--- config.mk ---
export PLATFORM = sky130hd
export DESIGN_NAME = pwm_meter
export DESIGN_NICKNAME = d
export VERILOG_FILES = /design/src/rtl/pwm_meter.sv
export SDC_FILE = /design/constraint.sdc
export NUM_CORES = 1
export LEC_CHECK = 0
export ABC_CLOCK_PERIOD_IN_PS = 3400
export CORE_MARGIN = 1.5
export CORE_UTILIZATION = 50
export DETAILED_ROUTE_END_ITERATION = 10
export PLACE_DENSITY_LB_ADDON = 0.08
export SYNTH_ARGS = -nofsm -noshare
export SYNTH_HDL_FRONTEND = slang
export SYNTH_SLANG_ARGS = --single-unit
--- constraint.sdc ---
create_clock -name clk -period 3.4 [get_ports clk]
set_input_delay 0.68 -clock clk [delete_from_list [all_inputs] [get_ports clk]]
set_output_delay 0.68 -clock clk [all_outputs]
set_load 0.01 [all_outputs]
--- src/rtl/pwm_meter.sv ---
// PWM period / high-time meter with stuck-high / stuck-low detection.
// Optional 4-sample averaging of the outputs is enabled by defining PWM_METER_AVG_EN.
module pwm_meter #(
    parameter int unsigned CNT_W   = 16,
    parameter int unsigned TIMEOUT = 65535
) (
    input  logic             clk,
    input  logic             rst,
    input  logic             pwm_in,
    input  logic             clr,
    output logic [CNT_W-1:0] period_out,
    output logic [CNT_W-1:0] high_out,
    output logic             meas_valid,
    output logic             stuck_high,
    output logic             stuck_low
);

    localparam logic [CNT_W-1:0] TMO = CNT_W'(TIMEOUT);

    typedef enum logic [1:0] {
        ST_IDLE,
        ST_MEAS,
        ST_STUCK
    } state_t;

    state_t           r_state;
    logic             r_s1;
    logic             r_s2;
    logic             r_s3;
    logic [CNT_W-1:0] r_per_cnt;
    logic [CNT_W-1:0] r_hi_cnt;
    logic             w_rise;
    logic             w_timeout;

    assign w_rise    = r_s2 & ~r_s3;
    assign w_timeout = (r_per_cnt == TMO) && !w_rise;

    always_ff @(posedge clk or posedge rst) begin
        if (rst) begin
            r_s1 <= 1'b0;
            r_s2 <= 1'b0;
            r_s3 <= 1'b0;
        end else begin
            r_s1 <= pwm_in;
            r_s2 <= r_s1;
            r_s3 <= r_s2;
        end
    end

    // Both counters restart at 1 on the rise cycle so a synchronous TP/TH input reads back exactly.
    always_ff @(posedge clk or posedge rst) begin
        if (rst) begin
            r_per_cnt <= '0;
            r_hi_cnt  <= '0;
        end else if (clr) begin
            r_per_cnt <= '0;
            r_hi_cnt  <= '0;
        end else if (w_rise) begin
            r_per_cnt <= CNT_W'(1);
            r_hi_cnt  <= CNT_W'(1);
        end else begin
            if (r_per_cnt != TMO) begin
                r_per_cnt <= r_per_cnt + 1'b1;
            end
            if (r_s2 && (r_hi_cnt != TMO)) begin
                r_hi_cnt <= r_hi_cnt + 1'b1;
            end
        end
    end

`ifdef PWM_METER_AVG_EN
    logic [CNT_W+1:0] r_sum_p;
    logic [CNT_W+1:0] r_sum_h;
    logic [1:0]       r_smp;
    logic [CNT_W+1:0] w_sum_p;
    logic [CNT_W+1:0] w_sum_h;

    assign w_sum_p = r_sum_p + {2'b00, r_per_cnt};
    assign w_sum_h = r_sum_h + {2'b00, r_hi_cnt};
`endif

    always_ff @(posedge clk or posedge rst) begin
        if (rst) begin
            r_state    <= ST_IDLE;
            period_out <= '0;
            high_out   <= '0;
            meas_valid <= 1'b0;
            stuck_high <= 1'b0;
            stuck_low  <= 1'b0;
`ifdef PWM_METER_AVG_EN
            r_sum_p    <= '0;
            r_sum_h    <= '0;
            r_smp      <= '0;
`endif
        end else begin
            meas_valid <= 1'b0;
            if (clr) begin
                r_state    <= ST_IDLE;
                period_out <= '0;
                high_out   <= '0;
                stuck_high <= 1'b0;
                stuck_low  <= 1'b0;
`ifdef PWM_METER_AVG_EN
                r_sum_p    <= '0;
                r_sum_h    <= '0;
                r_smp      <= '0;
`endif
            end else begin
                case (r_state)
                    ST_IDLE, ST_MEAS: begin
                        if (w_rise) begin
                            r_state    <= ST_MEAS;
                            stuck_high <= 1'b0;
                            stuck_low  <= 1'b0;
                            if (r_state == ST_MEAS) begin
`ifdef PWM_METER_AVG_EN
                                // Fourth sample publishes the truncated mean and restarts the sums.
                                if (r_smp == 2'd3) begin
                                    period_out <= w_sum_p[CNT_W+1:2];
                                    high_out   <= w_sum_h[CNT_W+1:2];
                                    meas_valid <= 1'b1;
                                    r_sum_p    <= '0;
                                    r_sum_h    <= '0;
                                end else begin
                                    r_sum_p <= w_sum_p;
                                    r_sum_h <= w_sum_h;
                                end
                                r_smp <= r_smp + 1'b1;
`else
                                period_out <= r_per_cnt;
                                high_out   <= r_hi_cnt;
                                meas_valid <= 1'b1;
`endif
                            end
                        end else if (w_timeout) begin
                            r_state    <= ST_STUCK;
                            stuck_high <= r_s2;
                            stuck_low  <= ~r_s2;
`ifdef PWM_METER_AVG_EN
                            r_sum_p    <= '0;
                            r_sum_h    <= '0;
                            r_smp      <= '0;
`endif
                        end
                    end
                    ST_STUCK: begin
                        if (w_rise) begin
                            r_state    <= ST_MEAS;
                            stuck_high <= 1'b0;
                            stuck_low  <= 1'b0;
                        end
                    end
                    default: r_state <= ST_IDLE;
                endcase
            end
        end
    end

    a_stuck_exclusive: assert property (@(posedge clk) disable iff (rst) !(stuck_high && stuck_low));

endmodule

; ---- Word level (Yosys, flattened, before mapping)
; Index checks and enable logic that the tools add are counted.
[op_classes]
muxes = 32
n_eq_ne = 7
reduce_logical = 14
bitwise = 3
add_sub_neg = 2
[ops]
columns = cell, n
row1 = 16-bit 2-to-1 mux, 14
row2 = 16-bit by 1-bit adder with 16-bit output (second input constant), 2
row3 = 16-bit inequality test (second input constant), 2
row4 = 16-bit == test (second input constant), 1
row5 = 1-bit 2-to-1 mux, 11
row6 = 3-bit nonzero test, 3
row7 = 2-bit 2-to-1 mux, 4
row8 = 3-bit AND reduction, 2
row9 = 2-bit nonzero test, 3
row10 = 4-bit inequality test (second input constant), 1
row11 = 1-bit one-hot mux with 2 select lines, 2
row12 = 2-bit one-hot mux with 2 select lines, 1
row13 = 3-bit inequality test (second input constant), 1
row14 = 2-bit by 1-bit == test with 1-bit output (second input constant), 1
row15 = 2-bit == test (second input constant), 1
row16 = 1-bit logical AND, 2
row17 = 2-bit zero test, 1
row18 = 1-bit inverter, 2
row19 = 2-bit AND reduction, 1
row20 = 2-bit OR reduction, 1
row21 = 1-bit AND, 1
row22 = 1-bit zero test, 1
[totals]
elab_cells = 69
register_bits = 72

; ---- Logic depth before layout (Yosys ltp)
; Gate-level depths: netlist of run 1.
[logic_depth]
depth_word = 8
mapped_depth = 7
ltp_nobuf = 5

; ---- Worst setup path before layout of run 1
; OpenSTA, ideal clock, no wires.
[synth_timing]
path_type = register to register
from = reg r_hi_cnt[6]
to = reg r_hi_cnt[15]
setup_time_ps = 77
stages_incl_launch_ff = 5
slack_ps = 1585
arrival_time_ps = 1737
path_cell_list = dfrtp_1 -> nand4_4 -> or4_4 -> or4_1 -> a21oi_1
[synth_between]
elab_chain_cells = 4
elab_cells_between_ends = 7
cone_classes = add/sub: 1 / eq/ne: 1 / mux: 3 / reduce/logical: 2
[synth_lines]
columns = element, line
row1 = "start, declared", 31  ; logic [CNT_W-1:0] r_hi_cnt;
row2 = "start signal, assigned", 66  ; r_hi_cnt <= r_hi_cnt + 1'b1;
row3 = 16-bit by 1-bit adder with 16-bit output, 66
row4 = 16-bit 2-to-1 mux, 65  ; if (r_s2 && (r_hi_cnt != TMO)) begin
row5 = 16-bit 2-to-1 mux, 58  ; end else if (w_rise) begin
row6 = 16-bit 2-to-1 mux, 55  ; end else if (clr) begin
; Parallel ways exist; a longest one is shown, timed or not. The select of a mux whose other input is x is not followed.
; A chain may end at the register's enable or synchronous reset.

; ---- Worst setup path in the final report of run 1
[layout_timing]
from = reg r_per_cnt[0]
to = reg r_per_cnt[7]
[layout_between]
elab_chain_cells = 4
elab_cells_between_ends = 6
cone_classes = add/sub: 1 / eq/ne: 1 / mux: 3 / reduce/logical: 1
[layout_lines]
columns = element, line
row1 = "start, declared", 30  ; logic [CNT_W-1:0] r_per_cnt;
row2 = "start signal, assigned", 63  ; r_per_cnt <= r_per_cnt + 1'b1;
row3 = 16-bit by 1-bit adder with 16-bit output, 63
row4 = 16-bit 2-to-1 mux, 62  ; if (r_per_cnt != TMO) begin
row5 = 16-bit 2-to-1 mux, 58
row6 = 16-bit 2-to-1 mux, 55
; Parallel ways exist; a longest one is shown, timed or not. The select of a mux whose other input is x is not followed.

==> summary.txt, run 1 <==
Floorplanning
  – IO Pins: 39
  – Die Y: 85.58 um
  – Core area: 0.006459 mm2
  – Initial Util: 0.5279
  – Rows: 29
  – Die area: 0.007323 mm2
  – Overall die width: 85.58 um

Synthesis
  – Synth top area share: 0.5284
  – Xor/xnor cell area share of the yosys netlist: 0
  – Commonest cells post-synth: nand2_1 (81), dfrtp_1 (72), a21oi_1 (51)
  – Adder-cell area share of the yosys netlist: 0.007339
  – Post-synthesis compound-gate area fraction: 0.1475
  – Synthesis-stage register bit count: 72
  – Asr flop ratio synth: 1.000
  – Post-synth top area cell: dfrtp_1
  – Syn nets: 380
  – Largest family of logic cells by synthesized area: simple AND/OR/NAND/NOR gates
  – Library cells used by synthesis: 43
  – Yosys warning total: 0
  – Post-synthesis sequential area ratio: 0.5284
  – Ys flop type: dfrtp_1
  – Mux cell area share after synthesis: 0.01211
  – Area contributors post-synth: dfrtp_1 (53%), nand2_1 (8.9%), a21oi_1 (7.5%), nand3_1 (2.1%), clkbuf_1 (1.9%)
  – EDFF count, synth: 0
  – Cells after Synth: 374
  – Fraction of the mapped netlist area in simple logic gates: 0.2598
  – Mapped Avg Cell Area: 9.116 um2
  – Syn Std Cell Area: 0.003410 mm2
  – Cell with the most instances after synthesis: nand2_1

Power and ir drop
  – P_int: 1.257 mW
  – Reg power frac: 0.533
  – PD cells: 407.1 mW/mm2
  – Max IR drop VDD: 0.2108 mV
  – Sw frac: 0.2316
  – Switching pwr: 378.9 uW
  – Clk pwr share: 0.426
  – Design Power: 1.636 mW
  – Leak: 1.563 nW
  – Comb power frac: 0.041

Hold path
  – Hold Crit Class: flip-flop to flip-flop

Worst setup path
  – Required @ worst endpoint: 3670 ps
  – Bufs and invs on worst path: 1
  – Data arrival time of the critical path: 2440 ps
  – Crit end category: flip-flop
  – R2R Setup Slk: 1230 ps
  – Slowest CP cell: nor4_1
  – Crit start category: flip-flop
  – Setup CP Type: flip-flop to flip-flop
  – Crit-path max cell delay: 890 ps
  – CP Max Fanout: 8
  – CP top delay family: simple AND/OR/NAND/NOR gates
  – Crit-path cells: ha_1, inv_1, nor4_1, o21ai_0, a21oi_1

Timing
  – Setup TNS: 0 ps
  – Final WS setup: 1228 ps
  – RSZ-0062 raised after global routing: no
  – Setup Viol. Count Final: 0
  – Worst slew pin tran: 1035 ps
  – Final hold violations: 0
  – Slew Limit Fails: 0
  – Post-route clock period utilization: 0.6389
  – Slew HR: 0.3035
  – Fmax: 0.4603 GHz
  – Worst Skew: 7.581 ps
  – Final min period: 2172 ps

Final layout
  – Area Growth Syn to Fin: 17.91%
  – Layout cells sized above 1: 0.07335
  – Non-filler cells, final: 486
  – ANT cells: 0
  – Core Util, Final: 0.6224
  – Filler Cell Count: 551
  – Post-layout nets: 410

Route
  – Routed Antenna Nets: 0
  – Drt wl/cell: 15.89 um
  – Drt drc: 2
  – Final WL: 7.723 mm
  – Via-to-Cell Ratio: 5.932
  – DRT Pass-1 Iters: 7
  – 1st-iter DRT viols: 167
  – Vias post-DR: 2883

CTS
  – Clock transition at path regs: 80 ps
  – Clock Sinks: 72
  – Clk_lat worst skew: 340 ps
  – Setup Fix Bufs, Post-CTS: 0
  – TritonCTS clock tree: built
  – Htree depth: 3
  – Clock buffer depth: 2
  – Root Buffer: clkbuf_8
  – Post-cts resize count: 0
  – CTS hold repair buffers: 0
  – Total CTS buffers: 9

Placed design
  – Routability cong.: 0.8643
  – Placed cells: 470
  – Post-DP HPWL: 5.138 mm
  – Port Buffer Count: 38
  – DP Worst Slack: 1117 ps

Global route
  – Largest net degree at the start of global routing: 73
  – Initial antenna violation count: 0
  – First-pass GRT wire length: 12.90 mm
  – Total track usage: 0.2262
  – Vias in the first global route: 2782
  – Gr ovfl total: 0

Flow run
  – Max-cap viol count: 0

Status
  – Failing checks: design-rule violations
  – Status: complete, but fails checks
==> logic make-up after synthesis <==
kind of cell / Yosys count
AOI/OAI and AO/OA: 86
adders and majority gates: 2
buffers and inverters: 32
DFF: 72
muxes: 4
and+or+nand+nor: 178
==> metrics by stage <==
stage / cell area (um2) / hold slack [ps]
2_1_floorplan: 3410 / 331.2
3_3_place_gp: 3814 / 350.9
3_5_place_dp: 3814 / 334.7
4_1_cts: 4020 / 352.4
5_1_grt: 4020 / 365.4
6_report: 4020 / 351.9
==> per-layer routing <==
layer	GRT usage	wire length, um	vias up	part of all wire
met4	0.09091	125	0	0.016
met5	0	0	-	0
met2	0.3844	3831	59	0.50
met1	0.2856	3536	1411	0.46
met3	0.04427	230	12	0.030
li1	-	-	1401	-
==> registers in the layout (all words and copies together) (netlist names) <==
signal,cells
r_s3,1
r_per_cnt,16
high_out,16
r_s2,1
r_hi_cnt,16
r_state,2
stuck_high,1
stuck_low,1
meas_valid,1
r_s1,1
period_out,16
==> area by class of cell <==
type,instances,area [um2],area share
Clock inverter,5,55.05,0.01369
Timing Repair Buffer,43,430.4,0.1071
Clock buffer,11,151.4,0.03766
Sequential cell,72,1802,0.4482
Multi-Input combinational cell,270,1455,0.3620
Inverter,8,30.03,0.007470
Tap cell,77,96.34,0.02397
==> power groups by stage <==
stage | clock network [mW] | registers, mW | logic (mW)
floorplan | 0 | 0.886 | 0.0495
CTS | 0.710 | 0.872 | 0.0693
global route | 0.745 | 0.873 | 0.0772
finish | 0.697 | 0.872 | 0.0671
global placement | 0 | 0.889 | 0.0674
detailed placement | 0 | 0.889 | 0.0693
==> placed cells by master (no fill, tap or decap), types with 6 or more instances in the layout <==
master           synthesis  final
nand3_1                 14     14
nor2_1                  16     16
dfrtp_1                 72     72
o21ai_0                  9      9
nand2_1                 81     81
nand4_1                 10     10
nor3_1                  12     12
clkdlybuf4s50_1          0     38
or3_1                    9      9
nor4_1                   6      6
and3_1                   7      7
inv_1                    8      7
o31ai_1                  6      6
clkbuf_8                 1     11
or4_1                    7      7
a21oi_1                 51     51
==> final timing paths <==
path                                end    startpoint  cells after the start
setup / recovery           r_per_cnt[7]  r_per_cnt[0]                      5
hold / removal                     r_s2          r_s1                      0
setup reg to reg           r_per_cnt[7]  r_per_cnt[0]                      5
hold reg to reg                    r_s2          r_s1                      0
max in group asynchronous   r_hi_cnt[4]           rst                      3
min in group asynchronous  r_hi_cnt[14]           rst                      3
(Power assumes the default switching activity.)
==> inputs of run 2 (changes only) <==
--- a/config.mk
+++ b/config.mk
@@ -5,7 +5,7 @@
 export SDC_FILE = /design/constraint.sdc
 export NUM_CORES = 1
 export LEC_CHECK = 0
-export ABC_CLOCK_PERIOD_IN_PS = 3400
+export ABC_CLOCK_PERIOD_IN_PS = 2000
 export CORE_MARGIN = 1.5
 export CORE_UTILIZATION = 50
 export DETAILED_ROUTE_END_ITERATION = 10
==> constraint.sdc (replaced) <==
create_clock -name clk -period 2 [get_ports clk]
set_input_delay 0.4 -clock clk [delete_from_list [all_inputs] [get_ports clk]]
set_output_delay 0.4 -clock clk [all_outputs]
set_load 0.01 [all_outputs]
==> run 2 against run 1 <==
  * The run still ends with design-rule violations left
  * Non-clock buffer count rose by 29
  * Clock power rose by 62%
  * Register-to-register slack got worse by 1100 ps
  * Design area rose by 5.5%
  * Power rose by 68%
  * Setup slack got worse by 1100 ps
  * Sequential power rose by 70%
  * Sequential cell count did not move
  * First-iteration DRC count rose by 9.0%
  * Core utilization rose by 3.4 points
  * Critical endpoint is now r_hi_cnt[15]
  * Largest cell class unchanged
==> summary.txt, run 2 (synthesis results as in run 1) <==
Power and ir drop
  – Comb power frac: 0.050 (was 0.041)
  – Reg power frac: 0.539 (was 0.533)
  – Leak: 1.709 nW (was 1.563 nW)
  – Switching pwr: 745.1 uW (was 378.9 uW)
  – PD cells: 647.5 mW/mm2 (was 407.1 mW/mm2)
  – Clk pwr share: 0.411 (was 0.426)
  – P_int: 2.001 mW (was 1.257 mW)
  – Max IR drop VDD: 0.5197 mV (was 0.2108 mV)
  – Sw frac: 0.2713 (was 0.2316)

Route
  – DRT Pass-1 Iters: 8 (was 7)
  – Drt drc: 2 (unchanged)
  – Via-to-Cell Ratio: 5.870 (was 5.932)
  – Vias post-DR: 3023 (was 2883)
  – Drt wl/cell: 15.96 um (was 15.89 um)
  – Routed Antenna Nets: 0 (unchanged)
  – Final WL: 8.218 mm (was 7.723 mm)
  – 1st-iter DRT viols: 182 (was 167)

Floorplanning
  – Die Y: 85.58 um (unchanged)
  – Initial Util: 0.5279 (unchanged)
  – Overall die width: 85.58 um (unchanged)
  – Core area: 0.006459 mm2 (unchanged)
  – Die area: 0.007323 mm2 (unchanged)
  – IO Pins: 39 (unchanged)
  – Rows: 29 (unchanged)

Status
  – Failing checks: design-rule violations (unchanged)
  – Status: complete, but fails checks (unchanged)

Hold path
  – Hold Crit Class: flip-flop to flip-flop (unchanged)
  – Hold EP: r_s2 (unchanged)
  – Hold path cells: 0 (unchanged)
  – Hold Path Origin: r_s1 (unchanged)

Placed design
  – Placed cells: 499 (was 470)
  – Port Buffer Count: 38 (unchanged)
  – Routability cong.: 0.8966 (was 0.8643)
  – Cell Area, Placed: 0.004048 mm2 (was 0.003814 mm2)
  – Post-DP HPWL: 5.732 mm (was 5.138 mm)

Global route
  – First-pass GRT wire length: 14.14 mm (was 12.90 mm)
  – Vias in the first global route: 2923 (was 2782)
  – Total track usage: 0.2463 (was 0.2262)
  – Gr ovfl total: 0 (unchanged)
  – Initial antenna violation count: 0 (unchanged)
  – Largest net degree at the start of global routing: 39 (was 73)

Flow run
  – Max-cap viol count: 0 (unchanged)

Final layout
  – Layout cells sized above 1: 0.1370 (was 0.07335)
  – Non-filler cells, final: 515 (was 486)
  – Final Cell Area: 0.004242 mm2 (was 0.004020 mm2)
  – Most frequent cells in the layout: nand2_1 (81), dfrtp_1 (72), a21oi_1 (51) (unchanged)
  – ANT cells: 0 (unchanged)
  – Commonest non-fill, non-tap cell in the layout: nand2_1 (unchanged)
  – Post-layout nets: 439 (was 410)
  – Area Growth Syn to Fin: 24.40% (was 17.91%)

Worst setup path
  – Required @ worst endpoint: 2290 ps (was 3670 ps)
  – Crit-path cells: nand4_4, or4_4, or4_1, a21oi_1 (was ha_1, inv_1, nor4_1, o21ai_0, a21oi_1)
  – Reg2reg end: r_hi_cnt[15] (was r_per_cnt[7])
  – Worst reg2reg path startpoint: r_hi_cnt[7] (was r_per_cnt[0])
  – Slowest CP cell: or4_4 (was nor4_1)
  – Data arrival time of the critical path: 2200 ps (was 2440 ps)
  – Crit end category: flip-flop (unchanged)
  – Crit-path max cell delay: 560 ps (was 890 ps)
  – Reg2Reg Depth: 4 (was 5)
  – Bufs and invs on worst path: 0 (was 1)
  – R2R Setup Slk: 90 ps (was 1230 ps)
  – Setup CP Type: flip-flop to flip-flop (unchanged)
  – CP Max Fanout: 7 (was 8)
  – Crit start category: flip-flop (unchanged)
  – CP top delay family: simple AND/OR/NAND/NOR gates (unchanged)

Timing
  – Final hold violations: 0 (unchanged)
  – RSZ-0062 raised after global routing: no (unchanged)
  – Setup TNS: 0 ps (unchanged)
  – Slew Limit Fails: 0 (unchanged)
  – Worst slew pin tran: 419.1 ps (was 1035 ps)
  – Worst Skew: 13.77 ps (was 7.581 ps)
  – Final min period: 1909 ps (was 2172 ps)
  – Setup Viol. Count Final: 0 (unchanged)
  – Post-route clock period utilization: 0.9546 (was 0.6389)
  – Fmax: 0.5238 GHz (was 0.4603 GHz)
  – Slew HR: 0.7200 (was 0.3035)

CTS
  – Clock transition at path regs: 100 ps (was 80 ps)
  – CTS hold repair buffers: 0 (unchanged)
  – Total CTS buffers: 9 (unchanged)
  – Clk_lat worst skew: 360 ps (was 340 ps)
  – Clock buffer depth: 2 (unchanged)
  – Post-cts resize count: 0 (unchanged)
  – Clock Sinks: 72 (unchanged)
  – Setup Fix Bufs, Post-CTS: 0 (unchanged)
  – TritonCTS clock tree: built (unchanged)
  – Root Buffer: clkbuf_8 (unchanged)
  – Htree depth: 3 (unchanged)
run 2: cell count changes in the layout (fill, tap and decap cells not counted), sizes merged:
cell,previous run,this run
clkbuf,11,9
inv,8,14
bufinv,1,0
clkinv,2,0
clkinvlp,2,1
buf,5,34
run 2: final cells by class:
cell class              instances  area (um2)
clock buffers                   9       123.9
clock inverters                 7       66.31
fillers                       549        2217
inverters                       8       33.78
multi-input cells             270        1459
flip-flops and latches         72        1802
well taps                      77       96.34
repair buffers                 72       660.6
run 2: worst max-delay path by stage:
stage | from | depth (start not counted) | endpoint | slack [ps]
floorplan | r_hi_cnt[6] | 4 | r_hi_cnt[15] | 190
finish | r_hi_cnt[7] | 4 | r_hi_cnt[15] | 90
global placement | r_hi_cnt[7] | 4 | r_hi_cnt[15] | 150
detailed placement | r_hi_cnt[7] | 4 | r_hi_cnt[15] | 110
CTS | r_hi_cnt[7] | 4 | r_hi_cnt[15] | 90
global route | r_per_cnt[0] | 6 | stuck_low | 10
run 2: stage by stage:
stage	setup WS, ps	hold slack [ps]	utilization	power, mW
3_3_place_gp	146.0	335.8	0.6267	1.644
2_1_floorplan	185.1	331.2	-	1.591
6_report	90.87	361.0	0.6567	2.747
4_1_cts	92.74	359.4	0.6561	2.775
3_5_place_dp	111.2	337.2	0.6267	1.648
5_1_grt	10.50	362.7	0.6567	2.850
run 2: metal layers:
metal / vias up / wire (um) / global-route usage
met5: - / 0 / 0
met4: 0 / 81 / 0.07771
met3: 8 / 399 / 0.06449
met2: 81 / 4237 / 0.4145
met1: 1478 / 3500 / 0.3129
li1: 1456 / - / -
run 2: power by group through the flow:
stage	sequential, mW	clock (mW)	combinational, mW
after floorplan	1.51	0	0.0846
after global placement	1.51	0	0.136
after detailed placement	1.51	0	0.139
after CTS	1.48	1.16	0.139
after global routing	1.48	1.21	0.156
final	1.48	1.13	0.137
run 2: worst reg2reg max path, delay by kind of cell, from the launching register on:
| kind | cells | cell delay, ps |
|---|---|---|
| AND/OR/NAND/NOR | 3 | 1250 |
| AO/OA/AOI/OAI | 1 | 150 |
| flip-flops | 1 | 450 |
==> edit (config.mk and constraints of run 1) <==
The option `PWM_METER_AVG_EN` is turned on by a define.
--- a/src/rtl/pwm_meter.sv
+++ b/src/rtl/pwm_meter.sv
@@ -1,5 +1,7 @@
 // PWM period / high-time meter with stuck-high / stuck-low detection.
 // Optional 4-sample averaging of the outputs is enabled by defining PWM_METER_AVG_EN.
+`define PWM_METER_AVG_EN
+
 module pwm_meter #(
     parameter int unsigned CNT_W   = 16,
     parameter int unsigned TIMEOUT = 65535
Function: changed (Yosys sat finds a counterexample within 10 cycles, from zero or initial values and one cycle with rst high).
==> edit against run 1 <==
  * Via count grew 62%
  * Area after synthesis grew 78%
  * Total power rose by 57%
  * Setup slack worse by 0.46 ns
  * Wire length is 78% higher
  * Cell area increased by 73%
  * Sequential cell count grew 38
  * Critical path type unchanged
==> edit: results (changes against run 1) <==
- CP max stage delay: 0.43 ns (-0.46 ns)
- Clk root buf: clkbuf_16
- Initial antenna violation count: 0 (unchanged)
- Ys async rst share: 100% (unchanged)
- GR Util met2: 39.4% (+0.95 points)
- Final Skew: 0.00710 ns (-0.000486 ns)
- # diodes: 0 (unchanged)
- Worst Hold Depth: 0 (unchanged)
- Clock latency on the worst-skew pair: 0.35 ns
- Largest net degree at the start of global routing: 49 (-33%)
- Commonest cells post-synth: dfrtp_1 (110), nor2_1 (53), a22o_1 (49), nand2_1 (44), ha_1 (35)
- Top flop regs: r_sum_h x18, r_sum_p x18
- Layout Nets: 682 (+66%)
- Actual slew at the worst max-slew pin: 0.670 ns (-0.366 ns)
- DR pass1 iterations: 4 (-3)
- GR Util met1: 29.8% (+1.2 points)
- DP HPWL: 9940 um (+93%)
- Dpl ws: 0.695 ns (-0.421 ns)
- Vias per inst: 5.90 (-0.53%)
- Placed cell area: 0.00664 sq mm (+74%)
- Worst Hold Class: reg2reg
- Clk slew on worst S/H paths: 0.07 ns
- Top post-synthesis cells by area: dfrtp_1 (45%), ha_1 (7.2%), a22o_1 (7.1%)
- Peak supply drop: 320 uV (+52%)
- Clock Tree Buf Depth: 2 (unchanged)
- Share of cells above drive strength 1: 6.97% (-0.37 points)
- Yosys warnings: 0 (unchanged)
- Routability Congestion: 0.903 (+4.5%)
- Top delay family on crit path: compound AO/OA/AOI/OAI gates
- Met3 GRT Util: 5.14% (+0.71 points)
- Register area share after synthesis: 45.4% (-7.4 points)
- Net Sw Frac: 22.4% (-0.79 points)
- Bufs and invs on worst path: 1 (unchanged)
- Post-CTS Setup Inserts: 0 (unchanged)
- Max Slew Vio Count: 0 (unchanged)
- Syn_nets: 644 (+69%)
- CTS Buf Count: 9 (unchanged)
- Post-Route WL: 13700 um (+78%)
- CP arrival: 2.88 ns (+0.44 ns)
- Vias in the first global route: 4733 (+70%)
- First-pass GRT wire length: 23500 um (+82%)
- Leak: 3.15 nW (+100%)
- Netlist cell types: 64 (+49%)
- Cells on worst reg2reg path: 10 (+5)
- Post-CTS Resized: 0 (unchanged)
- Slowest library cell on the worst path: dfrtp_1
- H-tree level count: 3 (unchanged)
- Result of the run: completed
- Drt initial violations: 233 (+40%)
- Worst-path maximum fanout: 5 (-3)
- Port bufs: 38 (unchanged)
- Total GRT Usage: 23.5% (+0.88 points)
-- edit: changes by cell type in the layout (fill, tap and decap cells not counted), moves of 16 or more --
cell / run 1 / this run
a22o_1: 0 / 49
inv_1: 7 / 23
a21oi_1: 51 / 30
dfrtp_1: 72 / 110
xnor2_1: 0 / 30
nor2_1: 16 / 52
ha_1: 2 / 35
nand2_1: 81 / 44
-- edit: worst paths after layout --
| check | startpoint | to | slack, ns |
|---|---|---|---|
| worst max-delay path | r_per_cnt[0]$_DFFE_PP0P_ | period_out[12]$_DFFE_PP0P_ | 0.76 |
| min in group asynchronous | rst | r_state[0]$_DFFE_PP0P_ | 0.69 |
| worst min-delay path | r_s1$_DFF_PP0_ | r_s2$_DFF_PP0_ | 0.35 |
| max in group asynchronous | rst | period_out[7]$_DFFE_PP0P_ | 2.07 |
| worst max register to register | r_per_cnt[0]$_DFFE_PP0P_ | period_out[12]$_DFFE_PP0P_ | 0.76 |
| worst min register to register | r_s1$_DFF_PP0_ | r_s2$_DFF_PP0_ | 0.35 |
-- edit: routing by layer --
metal	vias to the layer above	routed length [um]
li1	2281	-
met1	2279	6160
met2	92	6750
met3	27	386
met4	0	439
met5	-	0
-- edit: cell families (layout without fill, tap and decap cells) --
group / Yosys count / in the layout / share of synthesized area (%)
simple gates: 186 / 186 / 15.5
compound gates: 178 / 178 / 21.3
flops: 110 / 110 / 45.4
buf+inv: 46 / 89 / 3.18
xor+xnor: 45 / 45 / 6.50
fa+ha+maj: 37 / 37 / 7.88
mux: 1 / 1 / 0.165
-- edit: cell type report --
cell class,instances,area (sq um)
Clock buffer,9,225
Clock inverter,7,97.6
Fill cell,1055,4950
Inverter,25,97.6
Multi-Input combinational cell,447,3140
Sequential cell,110,2750
Tap cell,147,184
Timing Repair Buffer,48,468
-- edit: metrics by stage --
| step | power (mW) | std cells | utilization, % |
|---|---|---|---|
| 2_1_floorplan | 1.41 | 603 | - |
| 3_3_place_gp | 1.45 | 777 | 55.7 |
| 3_5_place_dp | 1.45 | 777 | 55.7 |
| 4_1_cts | 2.60 | 793 | 58.4 |
| 5_1_grt | 2.66 | 793 | 58.4 |
| 6_report | 2.56 | 793 | 58.4 |
-- edit: power by group through the flow --
stage | combinational [mW] | sequential [mW] | clock [mW]
5_1_grt | 0.112 | 1.33 | 1.22
2_1_floorplan | 0.0661 | 1.35 | 0
6_report | 0.0975 | 1.33 | 1.14
3_5_place_dp | 0.101 | 1.35 | 0
4_1_cts | 0.101 | 1.33 | 1.17
3_3_place_gp | 0.0985 | 1.35 | 0
